$ cat src/rtl/mem_port_arbiter.sv
// Shares one RAM between the instruction-fetch port and the data port.
// Requests are serialised through IDLE -> ISSUE -> WAIT(LAT) -> DONE; data wins unless fetch is starving.
module mem_port_arbiter #(
  parameter int LAT          = 1,
  parameter int STARVE_LIMIT = 4
) (
  input  logic        clk_i,
  input  logic        rst_n_i,
  input  logic        if_req_i,
  input  logic [63:0] if_addr_i,
  output logic        if_ack_o,
  output logic [79:0] if_instr_o,
  output logic        if_err_o,
  input  logic        d_req_i,
  input  logic        d_we_i,
  input  logic [63:0] d_addr_i,
  input  logic [63:0] d_wdata_i,
  output logic        d_ack_o,
  output logic [63:0] d_rdata_o,
  output logic        d_err_o,
  output logic        ram_read_en_o,
  output logic        ram_write_en_o,
  output logic        ram_read_instruction_en_o,
  output logic [63:0] ram_addr_o,
  output logic [63:0] ram_write_data_o,
  input  logic [63:0] ram_read_data_i,
  input  logic [79:0] ram_read_instruction_i,
  input  logic        ram_dmem_error_i,
  output logic        busy_o,
  output logic        owner_o
);

  typedef enum logic [1:0] {
    IDLE  = 2'd0,
    ISSUE = 2'd1,
    WAIT  = 2'd2,
    DONE  = 2'd3
  } state_t;

  localparam logic [3:0] STARVE_MAX = 4'(STARVE_LIMIT);
  localparam logic [2:0] WAIT_LOAD  = 3'(LAT - 1);

  state_t      state_q, state_d;
  logic [3:0]  starve_q, starve_d;
  logic        owner_q, owner_d;
  logic        we_q, we_d;
  logic [63:0] addr_q, addr_d;
  logic [63:0] wdata_q, wdata_d;
  logic [2:0]  wait_q, wait_d;
  logic        capture_s;
  logic        active_s;

  logic        if_ack_q, if_ack_d;
  logic [79:0] if_instr_q, if_instr_d;
  logic        if_err_q, if_err_d;
  logic        d_ack_q, d_ack_d;
  logic [63:0] d_rdata_q, d_rdata_d;
  logic        d_err_q, d_err_d;
  logic        rd_en_q, rd_en_d;
  logic        wr_en_q, wr_en_d;
  logic        ins_en_q, ins_en_d;
  logic [63:0] ram_addr_q, ram_addr_d;
  logic [63:0] ram_wdata_q, ram_wdata_d;
  logic        busy_q, busy_d;

  // Next-state, arbitration and registered-output next values.
  always_comb begin
    state_d     = state_q;
    starve_d    = starve_q;
    owner_d     = owner_q;
    we_d        = we_q;
    addr_d      = addr_q;
    wdata_d     = wdata_q;
    wait_d      = wait_q;
    capture_s   = 1'b0;

    case (state_q)
      IDLE: begin
        if (d_req_i || if_req_i) begin
          state_d = ISSUE;
          if (d_req_i && !(if_req_i && (starve_q == STARVE_MAX))) begin
            owner_d = 1'b1;
            we_d    = d_we_i;
            addr_d  = d_addr_i;
            wdata_d = d_wdata_i;
            if (if_req_i) begin
              starve_d = (starve_q == 4'hF) ? starve_q : (starve_q + 4'd1);
            end else begin
              starve_d = 4'd0;
            end
          end else begin
            owner_d  = 1'b0;
            we_d     = 1'b0;
            addr_d   = if_addr_i;
            wdata_d  = 64'd0;
            starve_d = 4'd0;
          end
        end else begin
          state_d = IDLE;
        end
      end
      ISSUE: begin
        state_d = WAIT;
        wait_d  = WAIT_LOAD;
      end
      WAIT: begin
        if (wait_q == 3'd0) begin
          capture_s = 1'b1;
          state_d   = DONE;
        end else begin
          wait_d = wait_q - 3'd1;
        end
      end
      DONE: begin
        state_d = IDLE;
      end
      default: begin
        state_d = IDLE;
      end
    endcase

    active_s    = (state_d == ISSUE) || (state_d == WAIT);
    ins_en_d    = active_s && !owner_d;
    rd_en_d     = active_s && owner_d && !we_d;
    wr_en_d     = (state_d == ISSUE) && owner_d && we_d;
    ram_addr_d  = active_s ? addr_d : 64'd0;
    ram_wdata_d = (active_s && owner_d && we_d) ? wdata_d : 64'd0;
    if_ack_d    = (state_d == DONE) && !owner_d;
    d_ack_d     = (state_d == DONE) && owner_d;
    busy_d      = (state_d != IDLE);

    if_instr_d = if_instr_q;
    if_err_d   = if_err_q;
    d_rdata_d  = d_rdata_q;
    d_err_d    = d_err_q;
    // Response registers only change when their own port's transaction completes.
    if (capture_s && !owner_q) begin
      if_instr_d = ram_read_instruction_i;
      if_err_d   = ram_dmem_error_i;
    end else if (capture_s && owner_q) begin
      d_rdata_d = we_q ? 64'd0 : ram_read_data_i;
      d_err_d   = ram_dmem_error_i;
    end else begin
      if_instr_d = if_instr_q;
    end
  end

  // State, latched request and registered outputs with synchronous reset.
  always_ff @(posedge clk_i) begin
    if (!rst_n_i) begin
      state_q     <= IDLE;
      starve_q    <= 4'd0;
      owner_q     <= 1'b0;
      we_q        <= 1'b0;
      addr_q      <= 64'd0;
      wdata_q     <= 64'd0;
      wait_q      <= 3'd0;
      if_ack_q    <= 1'b0;
      if_instr_q  <= 80'd0;
      if_err_q    <= 1'b0;
      d_ack_q     <= 1'b0;
      d_rdata_q   <= 64'd0;
      d_err_q     <= 1'b0;
      rd_en_q     <= 1'b0;
      wr_en_q     <= 1'b0;
      ins_en_q    <= 1'b0;
      ram_addr_q  <= 64'd0;
      ram_wdata_q <= 64'd0;
      busy_q      <= 1'b0;
    end else begin
      state_q     <= state_d;
      starve_q    <= starve_d;
      owner_q     <= owner_d;
      we_q        <= we_d;
      addr_q      <= addr_d;
      wdata_q     <= wdata_d;
      wait_q      <= wait_d;
      if_ack_q    <= if_ack_d;
      if_instr_q  <= if_instr_d;
      if_err_q    <= if_err_d;
      d_ack_q     <= d_ack_d;
      d_rdata_q   <= d_rdata_d;
      d_err_q     <= d_err_d;
      rd_en_q     <= rd_en_d;
      wr_en_q     <= wr_en_d;
      ins_en_q    <= ins_en_d;
      ram_addr_q  <= ram_addr_d;
      ram_wdata_q <= ram_wdata_d;
      busy_q      <= busy_d;
    end
  end

  assign if_ack_o                  = if_ack_q;
  assign if_instr_o                = if_instr_q;
  assign if_err_o                  = if_err_q;
  assign d_ack_o                   = d_ack_q;
  assign d_rdata_o                 = d_rdata_q;
  assign d_err_o                   = d_err_q;
  assign ram_read_en_o             = rd_en_q;
  assign ram_write_en_o            = wr_en_q;
  assign ram_read_instruction_en_o = ins_en_q;
  assign ram_addr_o                = ram_addr_q;
  assign ram_write_data_o          = ram_wdata_q;
  assign busy_o                    = busy_q;
  assign owner_o                   = owner_q;

endmodule
$ cat config.mk
export PLATFORM = sky130hd
export DESIGN_NAME = mem_port_arbiter
export DESIGN_NICKNAME = d
export VERILOG_FILES = /design/src/rtl/mem_port_arbiter.sv
export SDC_FILE = /design/constraint.sdc
export NUM_CORES = 1
export LEC_CHECK = 0
export ABC_CLOCK_PERIOD_IN_PS = 2380
export CORE_AREA = 2 2 240 242
export DETAILED_ROUTE_END_ITERATION = 6
export DIE_AREA = 0 0 242 244
export HOLD_SLACK_MARGIN = 0.02
export PLACE_DENSITY = 0.55
export SYNTH_ARGS = -nofsm -noshare
export SYNTH_HDL_FRONTEND = slang
export SYNTH_SLANG_ARGS = --single-unit
$ cat constraint.sdc
create_clock -name clk_i -period 2.38 [get_ports clk_i]
set_input_delay 0.357 -clock clk_i [delete_from_list [all_inputs] [get_ports clk_i]]
set_output_delay 0.357 -clock clk_i [all_outputs]
set_load 0.01 [all_outputs]
==> reports/results.tsv <==
metric	value	unit
status	finished with violations	
violations	design-rule violations	
post-route-util	44.96	%
syn2layout_area_growth	53.80	%
ioPinCount	623	
whs_endpoint	ram_write_en_o	
cts.clk_slew.worst_paths	0.06	ns
crit_buf_inv	3	
cp_top_family	compound AO/OA/AOI/OAI gates	
clockBufferDepth	3	
end_kind	register	
worst-endpoint-arrival	2.69	ns
reg2reg_depth	11	
worstMarginPinSlew	0.7696	ns
totalNegativeSetupSlack	0	ns
hold_start	rst_n_i	
dr.first_iter.drc_count	827	
ys_types	40	
grt-ovfl-total	0	
reg2reg_to	ram_addr_o[34]	
setup-violations-final	0	
mostFrequentLayoutCells	620 x clkdlybuf4s50_1, 418 x dfxtp_1, 236 x nand2_1, 197 x a21oi_1, 185 x o21ai_0	
p_total	0.02118	W
core-area	0.05617	sq mm
p_per_area	838.9	mW/mm^2
skew	0.01452	ns
register_area	0.008389	sq mm
crit_chain	inv_1 -> ha_1 -> nand2b_1 -> a211o_1 -> nand2_1 -> ha_1 -> nor2b_4 -> buf_12 -> buf_12 -> o21ai_0 -> a21oi_1	
ant_nets	0	
dp_hpwl	44.27	mm
die_w	242	um
grt_max_degree	177	
period_needed	2.200	ns
globalplace.congestion	0.9382	
port_buffers	622	
r2r_start	wait_q[0]	
die_h	244	um
avgViaCountPerCell	5.067	
antenna_found_initial	6	
initial_core_util	29.23	%
fill_cells	5428	
hold_path_class	primary input to register	
min_period_over_period	92.43	%
yosysTopAreaCell	dfxtp_1	
ys_warn_count	0	
drive_gt1_share	6.504	%
min_path_cells	3	
cts.sinks	419	
multiInputGateArea	0.007232	sq mm
crit_path_start_kind	register	
cts_tree	yes	
grt.total_usage	20.67	%
place_area	0.02346	sq mm
synth_cells	1836	
clk_latency	0.57	ns
crit_path_top_delay_cell	a211o_1	
drt_wl_total	64.64	mm
ys_ff_latch	419	
r2r_slack	0.18	ns
rows	87	
p_leak	8.518	nW
first_pass_iters	7	
die-area	0.05905	sq mm
grt_setup_unrepaired	no	
synthTopCellsByArea	dfxtp_1 51%, a21oi_1 6.0%, a21boi_0 5.9%, o21ai_0 5.6%, nand2_1 5.4%	
hold_viol	0	
grt_pass1_vias	15752	
seq_area_frac_synth	51.09	%
ir_drop	526.9	uV
synth_top_cell_area_share	51.09	%
htree_levels	2	
wl_per_cell	20.38	um
cts_buffers	49	
cts_hold_buffers	0	
postLayoutCellArea	0.02525	sq mm
drv_slew	0	
path_class	register to register	
syn_nets	2189	
fmax	454.6	MHz
postSynthAreaPerCell	8.943	sq um
vias	16074	
fin_nets	2728	
maxCapViolCount	0	
slowest_delay	0.33	ns
crit_fanout	17	
grt_pass1_wl	96.54	mm
required	2.87	ns
drc	1	
root_buffer	clkbuf_16	
mostFrequentLayoutCell	clkdlybuf4s50_1	
synth.cell_area	0.01642	sq mm
max-slew-margin-rel	48.69	%
-- report_power, final --
part / total (W) / switching [W] / internal (W) / leakage [nW]
registers: 0.00824 / 0.000401 / 0.00784 / 3.42
clock network: 0.00779 / 0.00299 / 0.00480 / 0.829
logic: 0.00515 / 0.00272 / 0.00244 / 4.27
total: 0.0212 / 0.00611 / 0.0151 / 8.52
-- final cells by class --
| type | count | area share, % |
|---|---|---|
| Clock inverter | 16 | 0.8472 |
| Multi-Input combinational cell | 1222 | 28.64 |
| Antenna cell | 2 | 0.01982 |
| Clock buffer | 74 | 5.832 |
| Timing Repair Buffer | 674 | 27.56 |
| Sequential cell | 419 | 33.22 |
| Inverter | 9 | 0.1338 |
| Tap cell | 756 | 3.746 |
-- synth_stat cells (all sizes together) --
cell	count
a22oi	1
a211o	1
a31oi	65
nand4bb	1
o2111a	1
a221oi	1
inv	8
and2	5
or3	1
nand4b	2
nand2b	2
nor4bb	1
nand3b	66
clkbuf	96
and3	4
and4b	2
a21oi	197
a32oi	64
a21boi	152
and3b	1
o21a	1
nor2b	68
dfxtp	419
nor2	2
a211oi	66
clkinv	1
ha	11
nand3	68
buf	90
nand2	236
o21ai	200
or4b	1
nor3	2
-- worst reg2reg max path: stages, from the launching register on --
cell	delay, ns
dfxtp_1	0.31
inv_1	0.10
ha_1	0.18
nand2b_1	0.10
a211o_1	0.33
nand2_1	0.11
ha_1	0.27
nor2b_4	0.15
buf_12	0.14
buf_12	0.15
o21ai_0	0.12
a21oi_1	0.16
-- stage by stage --
stage / setup WS (ns) / cells / hold WS (ns)
after floorplan: 0.1582 / 1836 / 0.4555
after global placement: 0.1186 / 3077 / 0.4422
after detailed placement: 0.08234 / 3077 / 0.4454
after CTS: 0.1195 / 3167 / 0.1344
after global routing: 0.003727 / 3172 / 0.1677
final: 0.1802 / 3172 / 0.1711
-- state kept, by name (all words and copies together) (netlist names) --
| name | flops |
|---|---|
| if_ack_o | 1 |
| d_rdata_o | 64 |
| if_instr_o | 80 |
| if_err_o | 1 |
| addr_q | 64 |
| d_err_o | 1 |
| state_q | 2 |
| wdata_q | 64 |
| busy_o | 1 |
| ram_read_en_o | 1 |
| d_ack_o | 1 |
| ram_read_instruction_en_o | 1 |
| starve_q | 4 |
| wait_q | 3 |
| ram_write_en_o | 1 |
| ram_write_data_o | 64 |
| we_q | 1 |
| owner_o | 1 |
| ram_addr_o | 64 |
-- worst max path at each step --
stage,from,endpoint,depth (start not counted)
after detailed placement,if_req_i,ram_write_data_o[5],7
after floorplan,d_req_i,ram_write_data_o[32],9
final,wait_q[0],ram_addr_o[34],11
after CTS,wait_q[0],ram_write_data_o[63],9
after global routing,wait_q[0],ram_addr_o[24],11
after global placement,if_req_i,ram_write_data_o[62],7
-- per-layer routing --
| layer | track usage [%] | vias to the layer above | part of all wire [%] | routed length (um) |
|---|---|---|---|---|
| li1 | - | 7686 | - | - |
| met1 | 23.91 | 7711 | 40 | 25630 |
| met2 | 36.28 | 581 | 50 | 32030 |
| met3 | 6.398 | 88 | 8.1 | 5209 |
| met4 | 6.699 | 8 | 2.6 | 1705 |
| met5 | 0 | - | 0.093 | 60 |
-- logic make-up after synthesis --
logic type,Yosys count,synth area share [%]
AO/OA/AOI/OAI,749,28.45
flip-flops,419,51.09
AND/OR/NAND/NOR,462,14.11
buffers and inverters,195,5.517
adder cells (fa/ha/maj),11,0.8382
-- what timing repair did --
| item | 4_1_cts | 5_1_grt |
|---|---|---|
| setup buffers | 0 | 1 |
| endpoints found under the setup margin | 0 | 12 |
| gates resized for setup | 0 | 6 |
Note: power is estimated with default switching activity, not from simulation.
==> edit (same flow settings) <==
`d_rdata_q` no longer has a reset.
--- a/src/rtl/mem_port_arbiter.sv
+++ b/src/rtl/mem_port_arbiter.sv
@@ -159,7 +159,6 @@
       if_instr_q  <= 80'd0;
       if_err_q    <= 1'b0;
       d_ack_q     <= 1'b0;
-      d_rdata_q   <= 64'd0;
       d_err_q     <= 1'b0;
       rd_en_q     <= 1'b0;
       wr_en_q     <= 1'b0;
@@ -179,7 +178,6 @@
       if_instr_q  <= if_instr_d;
       if_err_q    <= if_err_d;
       d_ack_q     <= d_ack_d;
-      d_rdata_q   <= d_rdata_d;
       d_err_q     <= d_err_d;
       rd_en_q     <= rd_en_d;
       wr_en_q     <= wr_en_d;
@@ -188,6 +186,10 @@
       ram_wdata_q <= ram_wdata_d;
       busy_q      <= busy_d;
     end
+  end
+
+  always_ff @(posedge clk_i) begin
+    d_rdata_q <= d_rdata_d;
   end
 
   assign if_ack_o                  = if_ack_q;
Check against the original RTL: differs if rst_n_i is asserted again (counterexample within 4 cycles, from zero or initial values and one cycle with rst_n_i low); with rst_n_i held inactive, the same outputs for 4 cycles.
==> edit against the unedited design <==
First-iteration DRC count decreased by 5.2%. Critical path depth decreased by 10. Cell area decreased by 2.1%. Sequential cell count unchanged. Synthesized area decreased by 1.8%. Worst setup slack got worse by 0.0086 ns. Total power decreased by 2.9%. Sequential share of layout area increased by 3.3 points. Routed wire length decreased by 7.9%. Global-route usage decreased by 1.7 points. Critical path type is now flop to output pin.
==> edit: results (changes against the unedited design) <==
[final_layout]
nonClkBufAreaFrac_pct=27.8  ; +0.21 points
antennaDiodeCount=0  ; -2
layout-drive-gt1-share_pct=6.03  ; -0.47 points
final-clk-cell-share_pct=6.05  ; -0.63 points
finish.utilization_pct=44.0  ; -0.93 points
buffers=669  ; -0.74%
ff_latch_area_um2=9030  ; +7.6%
nFlopsAndLatches=419  ; unchanged
seq_share_pct=36.5  ; +3.3 points
area_growth_pct=53.4

[routing]
wire_per_inst_um=19.7  ; -3.5%
viasPerCell=4.96  ; -2.2%
drt_iter0_markers=784  ; -5.2%

[run_status]
status=finished clean

[yosys]
ys_seq_area_share_pct=56.0  ; +4.9 points
synth.avg_cell_area_um2=9.59  ; +7.2%
synth-compound-area-share_pct=25.9  ; -2.6 points
synthTopCellsByCount=355 x dfxtp_1, 196 x a21oi_1, 173 x o21ai_0
synth_cell_type_count=42  ; +5.0%
synth_edf_count=64  ; +64

[sta]
relSlewSlack_pct=47.1  ; -1.6 points

[power]
power_leakage_uw=0.00841  ; -1.3%
peakVddDrop_mv=0.480  ; -8.9%

[grt]
antenna_found_initial=5  ; -1
grt_start_max_net_pins=93  ; -47%
grt_pass1_wl_mm=88.6  ; -8.2%
grt.total_usage_pct=19.0  ; -1.7 points

[setup_path]
crit_slowest_cell=clkdlybuf4s50_1
cpLargestDelayFamily=buffers and inverters

[placed_design]
globalplace.congestion=0.805  ; -14%
place_area_um2=23200  ; -1.2%

## edit: changes by cell type after synthesis, moves of 40 or more
cell      delta
a21boi_0    -40
dfxtp_1     -64
edfxtp_1    +64
nand2_1     -67
nand3b_1    -64
nor2b_1     +64
## edit: per-layer routing
| metal | part of all wire (%) | GRT usage [%] | up-vias | wire length (um) |
|---|---|---|---|---|
| li1 | - | - | 7167 | - |
| met4 | 2.6 | 5.43 | 10 | 1530 |
| met3 | 7.2 | 5.20 | 104 | 4270 |
| met2 | 49 | 32.6 | 499 | 29100 |
| met1 | 41 | 23.2 | 7229 | 24500 |
| met5 | 0.12 | 0 | - | 69 |
## edit: cells by family (layout without fill, tap and decap cells)
| group | Yosys count | count (layout) |
|---|---|---|
| AND/OR/NAND/NOR | 394 | 394 |
| adder cells (fa/ha/maj) | 11 | 11 |
| buffers and inverters | 172 | 762 |
| AO/OA/AOI/OAI | 685 | 685 |
| flip-flops | 419 | 419 |
## edit: power breakdown
part / leakage (uW) / total [uW] / switching (uW) / internal, uW
registers: 0.00348 / 8400 / 366 / 8040
clock network: 0.000744 / 7170 / 3030 / 4140
logic: 0.00418 / 5000 / 2640 / 2360
total: 0.00841 / 20600 / 6030 / 14500
## edit: worst paths after layout
| check | endpoint | slack (ns) | from | depth (start not counted) |
|---|---|---|---|---|
| setup reg to reg | ram_write_data_o[7] | 0.21 | wait_q[0] | 9 |
| hold / removal | if_instr_o[32] | 0.15 | rst_n_i | 2 |
| hold reg to reg | if_instr_o[74] | 0.46 | if_instr_o[74] | 2 |
| setup / recovery | owner_o | 0.17 | owner_o | 1 |
## edit: repair_timing
action | CTS | global route
buffers inserted | 0 | 1
resized for setup | 0 | 1
setup endpoints to repair | 0 | 30
